`src/rtl/mem_stage_lsu.sv`:
```
// -----------------------------------------------------------------------------
// mem_stage_lsu
//   Load/store unit for the MEM pipeline stage. Accepts the EX/MEM register
//   outputs, runs a req/ack handshake to a multi-cycle data bus, and returns
//   formatted load data for the MEM/WB register. The pipeline is stalled while
//   an access is in flight; misaligned or illegal accesses are dropped with a
//   one-cycle misalign pulse, and a bus that never acks is abandoned after
//   TIMEOUT_CYCLES request cycles with a one-cycle bus_err pulse.
//
// Ports
//   clk, reset              rising-edge clock, async active-low reset
//   mem_read, mem_write     access request from EX/MEM (write wins)
//   funct3                  size/sign: 000 B, 001 H, 010 W, 100 BU, 101 HU
//   addr, store_data        byte address and rs2 store data
//   load_data               formatted load result (held until next load)
//   mem_stall               hold upstream stages, bubble into MEM/WB
//   misalign, bus_err       one-cycle error pulses
//   bus_req/we/addr/be/wdata  bus request side (stable while bus_req=1)
//   bus_ack, bus_rdata      bus completion and read word
// -----------------------------------------------------------------------------
module mem_stage_lsu #(
  parameter int unsigned TIMEOUT_CYCLES = 16
) (
  input  logic        clk,
  input  logic        reset,
  input  logic        mem_read,
  input  logic        mem_write,
  input  logic [2:0]  funct3,
  input  logic [31:0] addr,
  input  logic [31:0] store_data,
  output logic [31:0] load_data,
  output logic        mem_stall,
  output logic        misalign,
  output logic        bus_err,
  output logic        bus_req,
  output logic        bus_we,
  output logic [31:0] bus_addr,
  output logic [3:0]  bus_be,
  output logic [31:0] bus_wdata,
  input  logic        bus_ack,
  input  logic [31:0] bus_rdata
);

  localparam int CW = (TIMEOUT_CYCLES > 2) ? $clog2(TIMEOUT_CYCLES) : 1;
  localparam logic [CW-1:0] CNT_LAST = CW'(TIMEOUT_CYCLES - 1);

  typedef enum logic [1:0] {IDLE, REQ, DONE} state_t;

  state_t        state_q, state_d;
  logic [CW-1:0] cnt_q;
  logic          err_q;
  logic [2:0]    f3_q;
  logic [1:0]    off_q;

  logic          access, bad, start, timeout;
  logic [3:0]    be_d;
  logic [31:0]   wdata_d;

  // Extract the addressed byte/half and extend it according to funct3.
  function automatic logic [31:0] fmt_load(input logic [31:0] w,
                                           input logic [2:0]  f3,
                                           input logic [1:0]  off);
    logic [7:0]  b;
    logic [15:0] h;
    b = w[{off, 3'b000} +: 8];
    h = off[1] ? w[31:16] : w[15:0];
    case (f3)
      3'b000:  fmt_load = {{24{b[7]}}, b};
      3'b100:  fmt_load = {24'b0, b};
      3'b001:  fmt_load = {{16{h[15]}}, h};
      3'b101:  fmt_load = {16'b0, h};
      default: fmt_load = w;
    endcase
  endfunction

  assign access = mem_read | mem_write;
  assign bad    = (funct3 == 3'b011) || (funct3[2:1] == 2'b11)
               || (funct3[1:0] == 2'b10 && addr[1:0] != 2'b00)
               || (funct3[1:0] == 2'b01 && addr[0]);
  assign start   = (state_q == IDLE) && access && !bad;
  assign timeout = (state_q == REQ) && !bus_ack && (cnt_q == CNT_LAST);

  // Store lane steering; reads always request the whole word.
  always_comb begin
    // NOTE: every always_comb output gets a default first so no path can
    // leave it unassigned and infer a latch.
    be_d    = 4'b1111;
    wdata_d = store_data;
    case (funct3[1:0])
      2'b00: begin
        be_d    = 4'b0001 << addr[1:0];
        wdata_d = {4{store_data[7:0]}};
      end
      2'b01: begin
        be_d    = addr[1] ? 4'b1100 : 4'b0011;
        wdata_d = {2{store_data[15:0]}};
      end
      default: ;
    endcase
    if (!mem_write) be_d = 4'b1111;
  end

  // Next-state logic.
  always_comb begin
    state_d = state_q;
    case (state_q)
      IDLE:    if (start) state_d = REQ;
      REQ:     if (bus_ack || timeout) state_d = DONE;
      DONE:    state_d = IDLE;
      default: state_d = IDLE;
    endcase
  end

  always_ff @(posedge clk or negedge reset) begin
    // NOTE: sequential state uses non-blocking assignments so every register
    // samples pre-edge values, independent of statement order.
    if (!reset) state_q <= IDLE;
    else        state_q <= state_d;
  end

  always_ff @(posedge clk or negedge reset) begin
    if (!reset) begin
      cnt_q     <= '0;
      err_q     <= 1'b0;
      f3_q      <= 3'b0;
      off_q     <= 2'b0;
      bus_we    <= 1'b0;
      bus_addr  <= 32'b0;
      bus_be    <= 4'b0;
      bus_wdata <= 32'b0;
      load_data <= 32'b0;
    end else begin
      case (state_q)
        IDLE: begin
          err_q <= 1'b0;
          if (start) begin
            cnt_q     <= '0;
            f3_q      <= funct3;
            off_q     <= addr[1:0];
            bus_we    <= mem_write;
            bus_addr  <= {addr[31:2], 2'b00};
            bus_be    <= be_d;
            bus_wdata <= wdata_d;
          end
        end
        REQ: begin
          if (bus_ack) begin
            if (!bus_we) load_data <= fmt_load(bus_rdata, f3_q, off_q);
          end else if (timeout) begin
            err_q <= 1'b1;
            if (!bus_we) load_data <= 32'b0;
          end else begin
            cnt_q <= cnt_q + 1'b1;
          end
        end
        default: err_q <= err_q;
      endcase
    end
  end

  // The reset term keeps the combinational stall/flag outputs low while reset
  // is asserted even if the EX/MEM inputs still present an access.
  assign bus_req   = (state_q == REQ);
  assign mem_stall = reset && (start || (state_q == REQ));
  assign misalign  = reset && (state_q == IDLE) && access && bad;
  assign bus_err   = (state_q == DONE) && err_q;

endmodule

```
`config.mk`:
```
export PLATFORM = sky130hd
export DESIGN_NAME = mem_stage_lsu
export DESIGN_NICKNAME = d
export VERILOG_FILES = /design/src/rtl/mem_stage_lsu.sv
export SDC_FILE = /design/constraint.sdc
export NUM_CORES = 1
export LEC_CHECK = 0
export BUFFER_PORTS_ARGS = -buffer_cell sky130_fd_sc_hd__clkbuf_2
export CORE_UTILIZATION = 44
export CTS_CLUSTER_SIZE = 28
export DETAILED_ROUTE_END_ITERATION = 6
export PLACE_DENSITY_LB_ADDON = 0.12
export SKIP_CTS_REPAIR_TIMING = 1
export SLEW_MARGIN = 0
export SYNTH_ARGS = -nofsm -noshare
export SYNTH_HDL_FRONTEND = slang
export SYNTH_SLANG_ARGS = --single-unit
```
`constraint.sdc`:
```
create_clock -name clk -period 1.6 [get_ports clk]
set_input_delay 0.16 -clock clk [delete_from_list [all_inputs] [get_ports clk]]
set_output_delay 0.16 -clock clk [all_outputs]
set_load 0.1 [all_outputs]
```
After elaboration in Yosys (flattened, before gate mapping) --
Index checks and enable logic that the tools add are counted.
Cells by class: add/subtract/negate cells 1, bitwise operators 1, reduce and logical (&&, ||, !) cells 29, equal/unequal tests 17, multiplexer cells 20, shift-type cells 2
Operators by type and width (number):
- 2-to-1 mux 32 bit | 4
- case mux 32 bit (4 select lines) | 1
- case mux 32 bit (2 select lines) | 1
- variable part select 32 x 6 -> 8 bit | 1
- 2-to-1 mux 4 bit | 5
- 2-to-1 mux 16 bit | 1
- case mux 4 bit (2 select lines) | 2
- logical AND 1 bit | 11
- inequality test 2 bit, second input constant | 5
- AND reduction 4 bit | 2
- == test 2 bit, second input constant | 3
- == test 3 bit, second input constant | 2
- nonzero test 2 bit | 3
- logical OR 1 bit | 5
- adder 4 x 1 -> 4 bit, second input constant | 1
- == test 2 x 1 -> 1 bit, second input constant | 2
- == test 4 bit, second input constant | 1
- logical NOT 2 bit | 2
- 2-to-1 mux 2 bit | 2
- inequality test 2 x 1 -> 1 bit, second input constant | 2
- case mux 2 bit (2 select lines) | 1
- AND reduction 2 bit | 2
- left shift 1 x 2 -> 4 bit, first input constant | 1
- == test 3 x 1 -> 1 bit, second input constant | 1
- 7 further kinds | 9
Storage, ports and cells: flip-flop bits (word level) 111, logic and storage cells 80, output and inout bits 105, bits of input ports 104

Depth between registers and ports, before layout --
Gate-level depths: netlist of the first run.
depth after elaboration 8, depth in mapped cells 7

Worst setup path after synthesis of the first run --
Ideal clock, no wire load.
path kind flip-flop to output port, start reg state_q[0], end out mem_stall, stages on the path, launching flop included 5, setup slack -1.770 ns, data required time 1.440 ns, arrival 3.210 ns, path buffers 1, cell sequence dfrtp_1 -> nor2_1 -> o221ai_4 -> buf_6 -> a21boi_0
On the way: word-level cells in the longest chain between the ends 5, elaborated cells between the ends (all ways) 6, those cells by class 1 x eq/ne; 5 x reduce/logical
RTL lines:
- from (decl) | RTL line 49 | state_t state_q, state_d;
- from (signal assigned) | RTL line 118 | else state_q <= state_d;
- logical NOT 2 bit | RTL line 80 | assign start = (state_q == IDLE) && access && !bad;
- logical AND 1 bit (2 in a row) | RTL line 80
- logical OR 1 bit * | RTL line 164 | assign mem_stall = reset && (start || (state_q == REQ));
- logical AND 1 bit * | RTL line 164
- to (decl) | RTL line 32 | output logic mem_stall,
Mark *: on every way between the ends. The rest lies on a longest branch, timed or not.

Worst setup path in the final report of the first run --
start reg state_q[1], end out mem_stall
Same word-level chain as after synthesis.

==> impl_metrics.ini, run 1 <==
[run_status]
status = complete, but fails checks
violations = design-rule violations, negative setup slack

[die]
dieHeight_um = 112
io_pins = 209
die_area_um2 = 12600
row_count = 39
die_width_um = 112
core_area_um2 = 11600
start_util = 0.460

[place]
place_hpwl_mm = 9.89
pre_cts_ws_ps = -226
port_buffers = 206
place.gp.congestion = 0.781

[detailed_routing]
drc = 16
routed_wl_mm = 14.6
wire_per_inst_um = 17.5
drtIter0Drc = 265
num_vias = 4389
drt_pass1_iterations = 6
post_drt_via_cell_ratio = 5.27
postRouteAntennaNets = 0

[layout]
drive_gt1_frac = 0.528
area_delta_synth_final_pct = 40.0
final_nets = 790
diodes = 0
multi_input_area_um2 = 2460
final-seq-area_um2 = 2780
fill_cells = 963

[synth]
synth_simple_gate_area_frac = 0.0894
synthCells = 439
syn-mean-instance-area_um2 = 12.2
synth_compound_area_frac = 0.152
yosysWarnings = 0
syn_area_um2 = 5350
yosys_register_bits = 111
synth_xor_area_frac = 0.00164
synth.area.top_cells = dfrtp_1 (52%), mux2_4 (12%), mux2i_1 (5.1%)
synth_top_area_share = 0.519
ys.flop_type = dfrtp_1
yosysSeqAreaShare = 0.519
synth_cell_type_count = 46
async_flop_share = 1.00
yosysTopAreaCell = dfrtp_1
synth.area.mux_share = 0.185
synth_top_family_by_area = multiplexers
synth_edf_count = 0
synthTopCellsByCount = dfrtp_1 (111), o21ai_0 (48), nand2_1 (44)
yosysMostFrequentCell = dfrtp_1
post_synth_fa_ha_maj_area_fraction = 0.00234

[clock_network]
cts_max_level = 3
cts_tree = done
numCtsBuffers = 9
clk_latency_ps = 350
cts_root_buf = clkbuf_16
cts.sink_count = 111
cts.path.max_buffers = 2
clk_pin_slew_ps = 70

[timing]
finalSetupTns_ps = -4570
worst_slew_pin_slew_ps = 606
hold_viol_final = 0
fin_crit_ps = 1840
setup_violations = 67
worst_slack_ps = -235
max_slew_margin = 0.596
rsz0062_at_grt = true
fmax_mhz = 545
fin_skew_ps = 4.67
period_share = 1.15
slew_viol_final = 0

[setup_path]
startpoint_type = flip-flop
worstSetupEndpointType = output port
worst-path-max-fanout = 4
critPathRequiredTime_ps = 1440
reg2reg_depth = 4
critPathKind = flip-flop to output port
reg2reg_from = off_q[1]
ff2ff_setup_slack_ps = -110
rr_endpoint = load_data[8]
cp_data_arrival_time_ps = 1680
critPathLaunch = state_q[1]

[grt]
grt_pass1_wl_mm = 21.8
grt_use_total = 0.222
grt_pass1_vias = 4280
overflow = 0
antenna_found_initial = 0
grt_max_degree = 112

[hold_path]
min_to = bus_addr[28]
hold_path.class = input pin to flip-flop
min_path_cells = 2
hold_start = addr[28]

[job]
maxCapViolations = 0
## flip-flops by register name (all words and copies together), names as in the netlist
signal,flops
state_q,2
bus_wdata,32
off_q,2
err_q,1
bus_we,1
f3_q,3
bus_be,4
bus_addr,30
load_data,32
cnt_q,4
## area by class of cell
type                            count  share of cell area
Multi-Input combinational cell    292               0.328
Sequential cell                   111               0.372
Tap cell                          143              0.0239
Inverter                            4             0.00251
Clock inverter                      7              0.0104
Timing Repair Buffer              267               0.233
Clock buffer                        9              0.0301
## how the worst max path moves through the flow
stage | end | slack [ps] | cells past startpoint
2_1_floorplan | mem_stall | -220 | 5
3_3_place_gp | load_data[18] | -150 | 4
3_5_place_dp | load_data[22] | -230 | 4
4_1_cts | mem_stall | -340 | 6
5_1_grt | mem_stall | -300 | 6
6_report | mem_stall | -240 | 6
## logic make-up after synthesis
logic type	count (synthesis)
fa+ha+maj	1
other cells	1
buf+inv	38
simple gates	96
mux	75
flops	111
xor+xnor	1
compound gates	116
## metrics by stage
stage                     instance area, um2  instances   util  hold slack (ps)
after global routing                    7490        833  0.645             18.4
after floorplan                         5430        440      -             -136
after global placement                  6760        795  0.582              334
after detailed placement                6760        795  0.582              339
final                                   7490        833  0.645             29.4
after CTS                               7070        811  0.608            -50.4
## cell usage in the layout, fill, tap and decap left out, drive strengths merged, types with 4 or more instances in the layout
cell type    n
a211oi       5
a21oi       15
a221o       18
a221oi       4
a22o         5
a32o         8
and2         9
buf         60
clkbuf     215
dfrtp      111
inv          5
mux2        47
mux2i       27
nand2       44
nand2b      12
nor2        20
o21ai       49
o2bb2ai      5
## per-layer routing
layer / vias to the layer above / share of wire / GRT usage
li1: 2084 / - / -
met1: 2130 / 0.43 / 0.290
met2: 156 / 0.48 / 0.364
met3: 19 / 0.075 / 0.0729
met4: 0 / 0.017 / 0.0453
met5: - / 0 / 0
## critical path: stages (launching register included)
cell	delay, ps
dfrtp_1	400
buf_6	130
nor2_4	150
o221ai_4	140
buf_12	160
a21boi_4	140
buf_12	190
Power of run 1 is not shown: default switching activity piles up to over one toggle a cycle in this logic, so the estimate is an artifact.
==> run 2, diff against run 1 <==
--- a/config.mk
+++ b/config.mk
@@ -9,7 +9,9 @@
 export CORE_UTILIZATION = 44
 export CTS_CLUSTER_SIZE = 28
 export DETAILED_ROUTE_END_ITERATION = 6
+export GPL_TIMING_DRIVEN = 0
 export PLACE_DENSITY_LB_ADDON = 0.12
+export REMOVE_ABC_BUFFERS = 1
 export SKIP_CTS_REPAIR_TIMING = 1
 export SLEW_MARGIN = 0
 export SYNTH_ARGS = -nofsm -noshare
==> run 2 against run 1 <==
Against the previous run: the run ends with design-rule violations, negative hold slack, negative setup slack left; maximum frequency is 0.58% higher; hold slack worse by 300 ps; first-iteration DRC count is 13% lower; sequential share of layout area is 1.7 points higher.
==> impl_metrics.ini, run 2 (same netlist as run 1, synthesis figures left out) <==
[timing]
rsz0062_at_grt = true
worst_slack_ps = -225
period_share = 1.14
fmax_mhz = 548
max_slew_margin = 0.565
fin_crit_ps = 1820
setup_violations = 74
slew_viol_final = 0
hold_viol_final = 111
worst_slew_pin_slew_ps = 653
timing.hold.ws_ps = -272
fin_skew_ps = 6.49

[detailed_routing]
num_vias = 4319
dr_wl_met3_mm = 1.13
wl_met1_mm = 6.21
drc = 14
post_drt_via_cell_ratio = 5.39
drt_pass1_iterations = 7
drtIter0Drc = 231
met2_length_mm = 6.81
top_layer = met4
routed_wl_mm = 14.4
postRouteAntennaNets = 0
wire_per_inst_um = 17.9

[layout]
diodes = 0
mostFrequentLayoutCells = clkbuf_2 (200), dfrtp_1 (106), nand2_1 (44), mux2_4 (44), o21ai_0 (41)
reg_top3 = bus_wdata: 32 flops, load_data: 32 flops, bus_addr: 30 flops
final_nets = 759
drive_gt1_frac = 0.508
final_cells = 801
area_delta_synth_final_pct = 34.0
layout_commonest_cell = clkbuf_2

[setup_path]
worstSetupEndpointType = output port
ff2ff_setup_slack_ps = -200
startpoint_type = flip-flop
reg2reg_depth = 6
reg2reg_from = state_q[1]
critPathKind = flip-flop to output port
cp_data_arrival_time_ps = 1660
worst-path-max-fanout = 5
critPathRequiredTime_ps = 1440
rr_endpoint = bus_addr[2]

[clock_network]
clk_pin_slew_ps = 70
cts_tree = done
cts_root_buf = clkbuf_16
cts.sink_count = 111
cts.path.max_buffers = 2
cts_max_level = 3
numCtsBuffers = 9
clk_latency_ps = 350

[die]
die_area_um2 = 12600
start_util = 0.460
dieHeight_um = 112
die_width_um = 112
core_area_um2 = 11600
row_count = 39
io_pins = 209

[place]
place_hpwl_mm = 9.22
place.gp.congestion = 0.821
dp_cells = 759
port_buffers = 206
pre_cts_ws_ps = -872

[grt]
overflow = 0
antenna_found_initial = 0
grt_pass1_vias = 4138
grt_pass1_wl_mm = 21.4
grt_max_degree = 114
grt_use_total = 0.216

[job]
maxCapViolations = 0

[hold_path]
hold_path.class = input pin to asynchronous set/reset pin

[run_status]
violations = design-rule violations, negative hold slack, negative setup slack
status = complete, but fails checks
[run 2: worst max-delay path, stage by stage (launching register included)]
cell and delay [ps]:
dfrtp_2 450, nor2_4 190, o221ai_4 140, clkbuf_16 190, a21boi_4 150, buf_12 190
[run 2: area by class of cell]
type                            count  area (um2)
Clock inverter                      4        55.1
Timing Repair inverter              1        7.51
Fill cell                         939        4450
Sequential cell                   111        2790
Clock buffer                       11         253
Inverter                            4        18.8
Tap cell                          143         179
Multi-Input combinational cell    295        2500
Timing Repair Buffer              232        1370
[run 2: through the flow]
| step | utilization | cell area (um2) | setup TNS [ps] |
|---|---|---|---|
| 2_1_floorplan | - | 5100 | -95840 |
| 3_3_place_gp | 0.543 | 6310 | -342870 |
| 3_5_place_dp | 0.554 | 6430 | -70440 |
| 4_1_cts | 0.580 | 6740 | -43130 |
| 5_1_grt | 0.617 | 7170 | -13030 |
| 6_report | 0.617 | 7170 | -8690 |
[run 2: worst max-delay path by stage]
stage           endpoint  startpoint  cells after the start
6_report       mem_stall  state_q[1]                      5
5_1_grt        mem_stall  state_q[1]                      5
4_1_cts        mem_stall  state_q[0]                      5
3_5_place_dp   mem_stall   funct3[1]                      6
3_3_place_gp   mem_stall   funct3[1]                      5
2_1_floorplan  mem_stall  state_q[0]                      3
[run 2: metal layers]
| layer | vias to the layer above | global-route usage |
|---|---|---|
| met4 | 0 | 0.0667 |
| met2 | 178 | 0.340 |
| met1 | 2095 | 0.286 |
| li1 | 2028 | - |
| met3 | 18 | 0.0664 |
| met5 | - | 0 |
Power of run 2 is left out for the same reason.
==> run 3, diff against run 2 <==
--- a/config.mk
+++ b/config.mk
@@ -6,10 +6,12 @@
 export NUM_CORES = 1
 export LEC_CHECK = 0
 export BUFFER_PORTS_ARGS = -buffer_cell sky130_fd_sc_hd__clkbuf_2
+export CORE_MARGIN = 5
 export CORE_UTILIZATION = 44
 export CTS_CLUSTER_SIZE = 28
 export DETAILED_ROUTE_END_ITERATION = 6
 export GPL_TIMING_DRIVEN = 0
+export MAX_ROUTING_LAYER = met4
 export PLACE_DENSITY_LB_ADDON = 0.12
 export REMOVE_ABC_BUFFERS = 1
 export SKIP_CTS_REPAIR_TIMING = 1
==> constraint.sdc (replaced) <==
create_clock -name clk -period 1.6 [get_ports clk]
set_input_delay 0.16 -clock clk [delete_from_list [all_inputs] [get_ports clk]]
set_output_delay 0.16 -clock clk [all_outputs]
set_load 0.05 [all_outputs]
==> run 3 against run 2 <==
Against the previous run: the flow finishes with violations (negative hold slack, negative setup slack); cell count is 2.5% higher; global-route usage fell by 2.1 points; register-to-register slack hardly changed; largest cell class unchanged.
==> impl_metrics.ini, run 3 (same netlist as run 1, synthesis figures left out) <==
[run_status]
status = complete, but fails checks
violations = negative hold slack, negative setup slack

[clock_network]
cts.sink_count = 111
clk_pin_slew_ps = 70
cts_max_level = 3
numCtsBuffers = 9
clk_latency_ps = 340
cts_tree = done
cts_root_buf = clkbuf_16
cts.path.max_buffers = 2

[detailed_routing]
drc = 0
drt_pass1_iterations = 4
post_drt_via_cell_ratio = 5.41
wire_per_inst_um = 18.4
num_vias = 4443
postRouteAntennaNets = 0
drtIter0Drc = 269
routed_wl_mm = 15.1

[die]
die_width_um = 120
die_area_um2 = 14500
io_pins = 209
core_area_um2 = 12000
start_util = 0.447
dieHeight_um = 120
row_count = 40

[layout]
fin_util = 0.620
layout_commonest_cell = clkbuf_2
area_delta_synth_final_pct = 38.7
reg_top3 = bus_wdata: 32 flops, load_data: 32 flops, bus_addr: 30 flops
mostFrequentLayoutCells = clkbuf_2 (200), dfrtp_1 (106), mux2_4 (43)
multi_input_area_um2 = 2490
drive_gt1_frac = 0.528
final_nets = 774
diodes = 0
final-seq-area_um2 = 2790
fill_cells = 1010

[timing]
fin_crit_ps = 1810
worst_slew_pin_slew_ps = 827
rsz0062_at_grt = true
slew_viol_final = 0
fmax_mhz = 553
timing.hold.ws_ps = -122
period_share = 1.13
finalSetupTns_ps = -8610
setup_violations = 67
hold_viol_final = 111
max_slew_margin = 0.448
fin_skew_ps = 7.44
worst_slack_ps = -208

[job]
maxCapViolations = 0

[grt]
grt_max_degree = 114
antenna_found_initial = 0
grt_use_total = 0.194
overflow = 0
grt_pass1_vias = 4355
grt_pass1_wl_mm = 22.1

[power_and_ir_drop]
powerDensity_nw_per_um2 = 2020
power.total_mw = 15.0
power_leakage_nw = 3.76
ir_worst_vdd_mv = 1.19

[hold_path]
hold_path.class = input pin to asynchronous set/reset pin

[place]
place.gp.congestion = 0.799
port_buffers = 206
pre_cts_ws_ps = -1120
place_hpwl_mm = 9.90

[setup_path]
startpoint_type = flip-flop
critPathRequiredTime_ps = 1830
worstSetupEndpointType = flip-flop
cp_data_arrival_time_ps = 2040
worst-path-max-fanout = 7
critPathKind = flip-flop to flip-flop
[run 3: per-stage QoR]
stage	instance area (um2)	hold WS, ps	cells
after floorplan	5100	-136	406
after CTS	6720	-26.1	779
after detailed placement	6420	355	763
after global placement	6320	393	759
final	7410	-122	821
after global routing	7410	-37.6	821
[run 3: layer usage]
layer / share of wire / wire length, um / global-route usage
met4: 0.020 / 309 / 0.0666
met1: 0.41 / 6270 / 0.248
met2: 0.49 / 7410 / 0.308
met3: 0.076 / 1160 / 0.0449
met5: 0 / 0 / -
[run 3: area by class of cell]
class                   instances  area share
flip-flops and latches        111       0.376
multi-input cells             294       0.336
repair buffers                249       0.221
clock buffers                  10      0.0309
well taps                     147      0.0248
clock inverters                 6     0.00928
inverters                       4     0.00253
[run 3: worst max-delay path, stage by stage, from the launching register on]
cell       delay [ps]
dfrtp_2           450
nor2_4            170
o221ai_4          140
clkbuf_16         190
buf_16            130
buf_16            150
clkbuf_16         160
mux2_4            300
[run 3: final timing paths]
kind                                 end  slack (ps)  cells after the start     startpoint
setup / recovery            bus_addr[23]        -210                      7     state_q[1]
hold / removal             load_data[18]        -120                      1          reset
setup reg to reg            bus_addr[23]        -210                      7     state_q[1]
hold reg to reg            bus_wdata[23]         480                      2  bus_wdata[23]
max in group asynchronous       off_q[1]        1060                      1          reset
min in group clk             bus_addr[6]          40                      2        addr[6]
[run 3: power by group]
group / switching [mW] / internal (mW)
Sequential: 0.837 / 3.91
Clock: 1.05 / 1.23
Combinational: 5.40 / 2.54
Total: 7.28 / 7.67
Power figures use the tool's default switching activity.
